--- config.mk ---
export PLATFORM = sky130hd
export DESIGN_NAME = ps2_host_tx
export DESIGN_NICKNAME = d
export VERILOG_FILES = /design/src/rtl/ps2_pkg.sv /design/src/rtl/ps2_edge_sync.sv /design/src/rtl/ps2_host_tx.sv
export SDC_FILE = /design/constraint.sdc
export NUM_CORES = 1
export LEC_CHECK = 0
export ABC_AREA = 1
export ABC_CLOCK_PERIOD_IN_PS = 2600
export CORE_MARGIN = 4
export CORE_UTILIZATION = 42
export DETAILED_ROUTE_END_ITERATION = 8
export PLACE_DENSITY = 0.63
export RECOVER_POWER = 50
export SLEW_MARGIN = 25
export SYNTH_ARGS = -nofsm -noshare
export SYNTH_HDL_FRONTEND = slang
export SYNTH_HIERARCHICAL = 1
export SYNTH_SLANG_ARGS = --single-unit
export TNS_END_PERCENT = 50
--- constraint.sdc ---
create_clock -name clk -period 2.6 [get_ports clk]
set_input_delay 0.52 -clock clk [delete_from_list [all_inputs] [get_ports clk]]
set_output_delay 0.52 -clock clk [all_outputs]
set_load 0.01 [all_outputs]
--- src/rtl/ps2_pkg.sv ---
// Shared PS/2 definitions: host-transmit FSM encoding, keyboard command bytes
// and the frame parity helper used by both host and decoder paths.
package ps2_pkg;

  typedef enum logic [2:0] {
    ST_IDLE      = 3'd0,
    ST_INHIBIT   = 3'd1,
    ST_REQ       = 3'd2,
    ST_DATA      = 3'd3,
    ST_PARITY    = 3'd4,
    ST_STOP      = 3'd5,
    ST_ACK       = 3'd6,
    ST_WAIT_IDLE = 3'd7
  } ps2_tx_state_e;

  localparam logic [7:0] PS2_CMD_SET_LEDS = 8'hED;
  localparam logic [7:0] PS2_CMD_RESET    = 8'hFF;
  localparam logic [7:0] PS2_RSP_ACK      = 8'hFA;

  localparam int PS2_TO_W = 22;

  function automatic logic odd_parity(input logic [7:0] d);
    return ~^d;
  endfunction

endpackage

--- src/rtl/ps2_edge_sync.sv ---
// Two-flop synchronizers for the PS/2 clock and data pads plus a falling-edge
// detector on the synchronized clock. Resets to an idle (high) bus.
module ps2_edge_sync (
  input  logic clk,
  input  logic rst,
  input  logic i_ps2_clk,
  input  logic i_ps2_data,
  output logic o_clk_sync,
  output logic o_data_sync,
  output logic o_clk_fall
);

  logic [1:0] r_clk_sync;
  logic [1:0] r_data_sync;
  logic       r_clk_prev;

  always_ff @(posedge clk or negedge rst) begin
    if (!rst) begin
      r_clk_sync  <= 2'b11;
      r_data_sync <= 2'b11;
      r_clk_prev  <= 1'b1;
    end else begin
      r_clk_sync  <= {r_clk_sync[0], i_ps2_clk};
      r_data_sync <= {r_data_sync[0], i_ps2_data};
      r_clk_prev  <= r_clk_sync[1];
    end
  end

  assign o_clk_sync  = r_clk_sync[1];
  assign o_data_sync = r_data_sync[1];
  assign o_clk_fall  = r_clk_prev & ~r_clk_sync[1];

endmodule

--- src/rtl/ps2_host_tx.sv ---
// PS/2 host-to-device byte transmitter: inhibit, request-to-send, 8 data bits
// LSB first, odd parity, stop, device ACK check, with a per-state timeout.
//
// state      | meaning
// IDLE       | ready for a byte, bus released
// INHIBIT    | clock held low; data pulled low in the final cycle
// REQ        | start bit driven, waiting for the device's first clock
// DATA       | shifting out bits 0..7 on device falling edges
// PARITY     | parity bit driven
// STOP       | data released (stop=1); next edge samples device ACK
// ACK        | waiting for the device to release clock and data
// WAIT_IDLE  | single cycle reporting done or error
module ps2_host_tx
  import ps2_pkg::*;
#(
  parameter int INHIBIT_CYCLES = 10000,
  parameter int TIMEOUT_CYCLES = 2000000
) (
  input  logic       clk,
  input  logic       rst,
  input  logic [7:0] tx_data,
  input  logic       tx_valid,
  output logic       tx_ready,
  input  logic       ps2_clk_in,
  input  logic       ps2_data_in,
  output logic       ps2_clk_oe,
  output logic       ps2_data_oe,
  output logic       busy,
  output logic       tx_done,
  output logic       tx_err
);

  localparam int INH_W = (INHIBIT_CYCLES > 1) ? $clog2(INHIBIT_CYCLES) : 1;
  localparam logic [INH_W-1:0]    INH_LOAD = INH_W'(INHIBIT_CYCLES - 1);
  localparam logic [PS2_TO_W-1:0] TO_LAST  = PS2_TO_W'(TIMEOUT_CYCLES - 1);

  ps2_tx_state_e       r_state, w_state_nxt;
  logic [7:0]          r_shift, w_shift_nxt;
  logic                r_parity, w_parity_nxt;
  logic [2:0]          r_bit_cnt, w_bit_nxt;
  logic [INH_W-1:0]    r_inh_cnt, w_inh_nxt;
  logic                r_err, w_err_nxt;
  logic [PS2_TO_W-1:0] r_to_cnt;
  logic                w_clk_sync, w_data_sync, w_clk_fall;
  logic                w_waiting;

  ps2_edge_sync u_sync (
    .clk         (clk),
    .rst         (rst),
    .i_ps2_clk   (ps2_clk_in),
    .i_ps2_data  (ps2_data_in),
    .o_clk_sync  (w_clk_sync),
    .o_data_sync (w_data_sync),
    .o_clk_fall  (w_clk_fall)
  );

  assign w_waiting = (r_state == ST_REQ) || (r_state == ST_DATA) ||
                     (r_state == ST_PARITY) || (r_state == ST_STOP) ||
                     (r_state == ST_ACK);
  assign tx_ready  = (r_state == ST_IDLE);
  assign busy      = ~tx_ready;

  always_ff @(posedge clk or negedge rst) begin
    if (!rst) begin
      r_state   <= ST_IDLE;
      r_shift   <= '0;
      r_parity  <= 1'b0;
      r_bit_cnt <= '0;
      r_inh_cnt <= '0;
      r_err     <= 1'b0;
    end else begin
      r_state   <= w_state_nxt;
      r_shift   <= w_shift_nxt;
      r_parity  <= w_parity_nxt;
      r_bit_cnt <= w_bit_nxt;
      r_inh_cnt <= w_inh_nxt;
      r_err     <= w_err_nxt;
    end
  end

  // Any progress (state change or device clock edge) restarts the timeout.
  always_ff @(posedge clk or negedge rst) begin
    if (!rst)
      r_to_cnt <= '0;
    else if ((w_state_nxt != r_state) || w_clk_fall || !w_waiting)
      r_to_cnt <= '0;
    else
      r_to_cnt <= r_to_cnt + 1'b1;
  end

  always_comb begin
    w_state_nxt  = r_state;
    w_shift_nxt  = r_shift;
    w_parity_nxt = r_parity;
    w_bit_nxt    = r_bit_cnt;
    w_inh_nxt    = r_inh_cnt;
    w_err_nxt    = r_err;
    ps2_clk_oe   = 1'b0;
    ps2_data_oe  = 1'b0;
    tx_done      = 1'b0;
    tx_err       = 1'b0;
    case (r_state)
      ST_IDLE: begin
        w_err_nxt = 1'b0;
        if (tx_valid) begin
          w_shift_nxt  = tx_data;
          w_parity_nxt = odd_parity(tx_data);
          w_inh_nxt    = INH_LOAD;
          w_state_nxt  = ST_INHIBIT;
        end
      end
      ST_INHIBIT: begin
        ps2_clk_oe  = 1'b1;
        ps2_data_oe = (r_inh_cnt == '0);
        if (r_inh_cnt == '0) w_state_nxt = ST_REQ;
        else                 w_inh_nxt   = r_inh_cnt - 1'b1;
      end
      ST_REQ: begin
        ps2_data_oe = 1'b1;
        if (w_clk_fall) begin
          w_bit_nxt   = '0;
          w_state_nxt = ST_DATA;
        end
      end
      ST_DATA: begin
        ps2_data_oe = ~r_shift[r_bit_cnt];
        if (w_clk_fall) begin
          w_bit_nxt = r_bit_cnt + 1'b1;
          if (r_bit_cnt == 3'd7) w_state_nxt = ST_PARITY;
        end
      end
      ST_PARITY: begin
        ps2_data_oe = ~r_parity;
        if (w_clk_fall) w_state_nxt = ST_STOP;
      end
      ST_STOP: begin
        if (w_clk_fall) begin
          if (!w_data_sync) begin
            w_state_nxt = ST_ACK;
          end else begin
            w_err_nxt   = 1'b1;
            w_state_nxt = ST_WAIT_IDLE;
          end
        end
      end
      ST_ACK: begin
        if (w_clk_sync && w_data_sync) w_state_nxt = ST_WAIT_IDLE;
      end
      ST_WAIT_IDLE: begin
        tx_done     = ~r_err;
        tx_err      = r_err;
        w_state_nxt = ST_IDLE;
      end
      default: w_state_nxt = ST_IDLE;
    endcase
    if (w_waiting && (r_to_cnt == TO_LAST)) begin
      ps2_clk_oe  = 1'b0;
      ps2_data_oe = 1'b0;
      tx_err      = 1'b1;
      w_state_nxt = ST_IDLE;
    end
  end

endmodule

==> impl_metrics.toml, run 1 <==
[layout]
post-route-util_pct = 50.00
fillers = 738
num_antenna_cells = 0
drive_gt1_share_pct = 19.72
final_cell_area_um2 = 3904
syn2layout_area_growth_pct = 14.71
final_nets = 449

[logic_synthesis]
synth_ff_type = "dfrtp_1"
synthTopCellsByCount = "nand2_1, dfrtp_1, nor2_1, inv_1, nand3_1"
syn_nets = 421
synth_top_area_share_pct = 38.24
synthTopCellsByArea = "dfrtp_1, nand2_1, nor2_4"
synth_most_common_cell = "nand2_1"
yosys_warnings = 6
postSynthCellCount = 403
async_flop_share_pct = 100.0
ys_seq_area_share_pct = 42.10
syn_area_um2 = 3403
postSynthAreaPerCell_um2 = 8.445
synth.distinct_cells = 36
synth_seq_cells = 57
synth_top_cell_by_area = "dfrtp_1"
synth_edf_count = 0

[clocking]
numCtsBuffers = 9
h-tree-depth = 3
ctsRootBufferMaster = "clkbuf_8"
cts_hold_buf = 0
cts_tree = "yes"
clock-sinks = 57
clk_pin_slew_ns = 0.07
clock_path_buffers = 2
clock_latency_ns = 0.34

[timing]
tns_ns = 0
maxSlewHeadroom_pct = -8.097
post-route-period-util_pct = 92.38
tightestPinTransition_ns = 1.621
fin_worst_skew_ns = 0.007366
fmax_mhz = 416.4
setup_violations = 0
final_hold_viol_count = 0
fin_crit_ns = 2.402
drv_slew = 30
rsz0062_at_grt = "no"

[route]
route.vias.total = 2580
first_pass_iters = 7
wl_per_cell_um = 11.96
wirelength_mm = 6.433
drt_iter0_drc = 137
drc = 0
ant_nets = 0
drt-vias-per-instance = 4.796

[die]
die-height_um = 98.02
die_x_um = 98.02
dieArea_um2 = 9607
rows = 32
pin_count = 19
core_area_um2 = 7807
start_util_pct = 43.59

[place]
gp_congestion = 0.7971
dp_hpwl_mm = 4.763
postPlaceCellArea_um2 = 3681
numPortBuffers = 18

[power]
ir_drop_uv = 353.2
leakagePower_nw = 1.725
p_per_area_nw_per_um2 = 721.4

[setup_path]
ff2ff_setup_slack_ns = 0.42
crit_path_start_kind = "register"
worstPathMaxFanout = 7
path_class = "reg -> out"
end_kind = "output pin"
cp_data_arrival_time_ns = 1.88
crit_required_ns = 2.08

[hold_path]
hp-class = "reg -> reg"

[global_route]
grt_max_degree = 30
grtUsageTotal_pct = 14.56
grt.overflow.total = 0
grt_pass1_wl_mm = 11.45
antenna_found_initial = 0
first_global_vias = 2541

[outcome]
violations = "capacitance limit, slew limit"
status = "finished with violations"

[job]
max-cap-violations = 1
power breakdown:
part	switching [mW]	internal, mW	leakage (nW)
Clock	0.355	0.534	0.106
Sequential	0.113	1.02	0.726
Combinational	0.492	0.299	0.893
Total	0.960	1.86	1.73
kinds of logic after synthesis:
group	synth area share, %
fa+ha+maj	1.838
xor+xnor	7.463
buf+inv	8.125
flops	42.10
simple gates	35.92
compound gates	4.559
cells in the final DEF, fill, tap and decap left out, types with 2 or more instances in the layout:
master	synthesis	routed
a21oi_1	5	5
buf_12	2	2
buf_4	0	3
bufinv_16	0	2
clkbuf_1	1	4
clkbuf_8	0	9
clkdlybuf4s50_1	0	15
clkinv_2	0	3
dfrtp_1	52	51
dfstp_2	5	4
dlygate4sd2_1	0	2
ha_1	5	5
inv_1	40	39
inv_2	7	8
inv_4	2	2
nand2_1	84	84
nand2_2	6	6
nand2_4	2	2
nand3_1	31	31
nand3_2	6	6
nand4_1	9	9
nor2_1	44	43
nor2_2	8	8
nor2_4	23	24
nor3_1	7	7
nor4_1	2	2
o21ai_0	16	16
or2_2	2	2
xnor2_1	12	12
xor2_1	17	17
final cells by class:
| cell class | instances | area, um2 | area share [%] |
|---|---|---|---|
| inverter | 49 | 188.9 | 4.840 |
| timing repair buffer | 25 | 241.5 | 6.186 |
| tap | 102 | 127.6 | 3.269 |
| clock inverter | 6 | 82.58 | 2.115 |
| clock buffer | 10 | 127.6 | 3.269 |
| multi-input combinational | 289 | 1702 | 43.59 |
| sequential | 57 | 1434 | 36.73 |
registers in the layout, summed over array words and instances (netlist names):
register and flops:
r_shift 8, r_err 1, u_sync/r_clk_prev 1, r_to_cnt 22, r_state 3, r_inh_cnt 14, r_parity 1, r_bit_cnt 3
u_sync/r_data_sync 2, u_sync/r_clk_sync 2
critical path: stages, from the launching register on:
cell and delay [ns]:
dfrtp_1 0.45, inv_1 0.17, nand2_1 0.07, a221oi_1 0.32
nor2_1 0.07, o21a_1 0.18, dlygate4sd2_1 0.28
worst paths after layout:
path	startpoint	to	depth (start not counted)
max reg2reg	u_sync/r_clk_prev	r_to_cnt[19]	13
min reg2reg	u_sync/r_data_sync[0]	u_sync/r_data_sync[1]	0
max	r_bit_cnt[0]	ps2_data_oe	6
max in group asynchronous	rst	r_to_cnt[8]	2
min in group asynchronous	rst	r_err	2
min	u_sync/r_data_sync[0]	u_sync/r_data_sync[1]	0
through the flow:
stage / worst slack (ns) / std cells / power [mW] / hold slack, ns
floorplan: 0.8112 / 403 / 1.728 / 0.2244
global placement: 0.2824 / 520 / 1.941 / 0.3477
detailed placement: 0.2094 / 520 / 1.950 / 0.3475
CTS: 0.1464 / 536 / 2.853 / 0.1966
global route: 0.02402 / 538 / 3.015 / 0.3578
finish: 0.1982 / 538 / 2.816 / 0.3560
routing by layer:
| metal | global-route usage [%] | vias to the layer above | share of wire (%) |
|---|---|---|---|
| met5 | 0 | - | 0 |
| met4 | 4.473 | 0 | 1.5 |
| met2 | 23.82 | 43 | 47 |
| met1 | 18.63 | 1194 | 48 |
| met3 | 4.286 | 11 | 3.8 |
| li1 | - | 1332 | - |
repair_timing:
item,in CTS,in global routing
buffers inserted,0,2
gates resized for setup,6,0
gates cloned,0,0
setup endpoints to repair,2,1
No activity file was read; power rests on OpenSTA's default activity.
==> run 2, diff against run 1 <==
Settings changed: PLACE_DENSITY 0.63 to 0.64, SKIP_LAST_GASP set to 1, SYNTH_HIERARCHICAL 1 to unset.
==> impl_metrics.toml, run 2 <==
[route]
drt-vias-per-instance = 4.740
drc = 0
ant_nets = 0
route.vias.total = 2640
wl_per_cell_um = 11.59
wirelength_mm = 6.453
first_pass_iters = 4
drt_iter0_drc = 117

[clocking]
cts_resized = 1
cts_tree = "yes"
numCtsBuffers = 9
clock-sinks = 57
cts_hold_buf = 0
clock_latency_ns = 0.32
ctsRootBufferMaster = "clkbuf_8"
post-cts-setup-buffers = 0
clock_path_buffers = 2
h-tree-depth = 3
clk_pin_slew_ns = 0.06

[place]
numPortBuffers = 18
dp_hpwl_mm = 4.742
gp_congestion = 0.8442

[layout]
layout_common_cells = "nand2_1, nor2_1, dfrtp_1"
post-route-util_pct = 49.25
largestRegisters = "r_to_cnt: 22 flops, r_inh_cnt: 14 flops, r_shift: 8 flops"
syn2layout_area_growth_pct = 14.75
final_nets = 468
layout_commonest_cell = "nand2_1"
num_antenna_cells = 0
regMostFlops = "r_to_cnt"
largest_register_ffs = 22
fillers = 790
drive_gt1_share_pct = 17.14

[setup_path]
critPathMaxStageDelay_ns = 0.37
path_class = "reg -> out"
worstPathMaxFanout = 6
crit_required_ns = 2.08
end_kind = "output pin"
crit_chain = "ha_1 > nand3_2 > nor2_4 > nand2_1 > nor2_1 > nand2_1 > o21ai_0 > dlygate4sd2_1"
cp_top_family = "simple AND/OR/NAND/NOR gates"
cp_data_arrival_time_ns = 1.89
critPathMostFrequentCell = "nand2_1"
critPathBufInv = 1
crit_path_start = "r_to_cnt[0]"
crit_slowest_cell = "dfrtp_1"
reg2reg_from = "r_to_cnt[0]"
crit_path_start_kind = "register"

[logic_synthesis]
synthTopCellsByArea = "dfrtp_1, nand2_1, nor2_1"
synth_most_common_cell = "nand2_1"
postSynthAreaPerCell_um2 = 7.800
synth_top_area_share_pct = 39.44
postSynthCellCount = 423
synthAdderAreaFrac_pct = 1.896
synth_edf_count = 0
synth_top_cell_by_area = "dfrtp_1"
ys_seq_area_share_pct = 43.42
synth-compound-area-share_pct = 4.702
async_flop_share_pct = 100.0
synth_xor_area_share_pct = 7.433
synth_top_family_by_area = "simple AND/OR/NAND/NOR gates"
synthTopCellsByCount = "nand2_1, dfrtp_1, nor2_1, inv_1, nand3_1"
syn_area_um2 = 3299
synth_seq_cells = 57
synth_mux_area_share_pct = 0
synth-simple-area-share_pct = 35.23
synth.distinct_cells = 28
yosys_warnings = 0
syn_nets = 441
synth_ff_type = "dfrtp_1"

[timing]
tightestPinTransition_ns = 1.416
post-route-period-util_pct = 92.61
final_hold_viol_count = 0
fin_worst_skew_ns = 0.01321
maxSlewHeadroom_pct = 5.581
setup_violations = 0
rsz0062_at_grt = "no"
drv_slew = 0
fmax_mhz = 415.3
whs_ns = 0.3549
fin_crit_ns = 2.408

[global_route]
first_global_vias = 2554
grt_pass1_wl_mm = 11.36
grtUsageTotal_pct = 14.44
grt_max_degree = 58
antenna_found_initial = 0
grt.overflow.total = 0

[die]
start_util_pct = 42.92
die_x_um = 96.63
pin_count = 19
core_area_um2 = 7687
dieArea_um2 = 9337
rows = 32
die-height_um = 96.63

[power]
finalPower_mw = 3.123
p_per_area_nw_per_um2 = 824.8
leakagePower_nw = 1.682
ir_drop_uv = 437.3

[job]
max-cap-violations = 0

[hold_path]
hp-start = "u_sync.r_data_sync[0]"
hp-class = "reg -> reg"

[outcome]
status = "completed"
run 2: changes by cell type in the layout (fill, tap and decap cells not counted), sizes merged, moves of 2 or more:
cell | previous run | this run
dlygate4sd3 | 0 | 2
nand2 | 92 | 114
nor2 | 75 | 80
clkdlybuf4s50 | 15 | 13
clkbuf | 13 | 15
nor4 | 2 | 0
nand4 | 9 | 3
o21ai | 17 | 22
run 2: through the flow:
stage,cell area [um2],worst slack (ns),setup TNS (ns),cells
global route,3786,0.01124,0,557
CTS,3785,-0.1142,-0.1142,557
finish,3786,0.1921,0,557
detailed placement,3578,0.2229,0,541
global placement,3578,0.2900,0,541
floorplan,3299,0.8564,0,423
run 2: per-layer routing:
layer,vias to the layer above,GRT usage (%),share of wire (%)
met2,29,23.73,48
met4,0,5.508,1.4
met3,9,2.379,2.0
met1,1231,19.09,49
met5,-,0,0
li1,1371,-,-
run 2: worst paths after layout:
path	cells after the start	slack [ns]	to
max	8	0.19	tx_err
min	0	0.35	u_sync.r_data_sync[1]
min reg2reg	0	0.35	u_sync.r_data_sync[1]
max reg2reg	12	0.48	r_to_cnt[0]
min in group asynchronous	2	0.61	r_to_cnt[17]
max in group asynchronous	2	1.03	r_bit_cnt[0]
run 2: where the power goes:
part           internal, mW  switching, mW  total (mW)
sequential             1.07          0.163        1.24
combinational         0.379          0.643        1.02
clock                 0.521          0.342       0.863
run 2: kinds of logic after synthesis:
kind of cell,after synthesis
compound gates,30
buf+inv,56
fa+ha+maj,5
simple gates,247
flops,57
xor+xnor,28
run 2: worst reg2reg max path, delay by kind of cell, from the launching register on:
family | cells | cell delay [ns]
and+or+nand+nor | 10 | 1.21
buffers and inverters | 1 | 0.27
DFF | 1 | 0.37
adders and majority gates | 1 | 0.21
run 2: layout make-up:
cell class | count | area, um2 | area share, %
inverter | 50 | 187.7 | 4.957
tap | 102 | 127.6 | 3.371
sequential | 57 | 1434 | 37.87
clock buffer | 14 | 172.7 | 4.560
clock inverter | 2 | 35.03 | 0.9253
multi-input combinational | 310 | 1625 | 42.93
timing repair buffer | 22 | 203.9 | 5.387
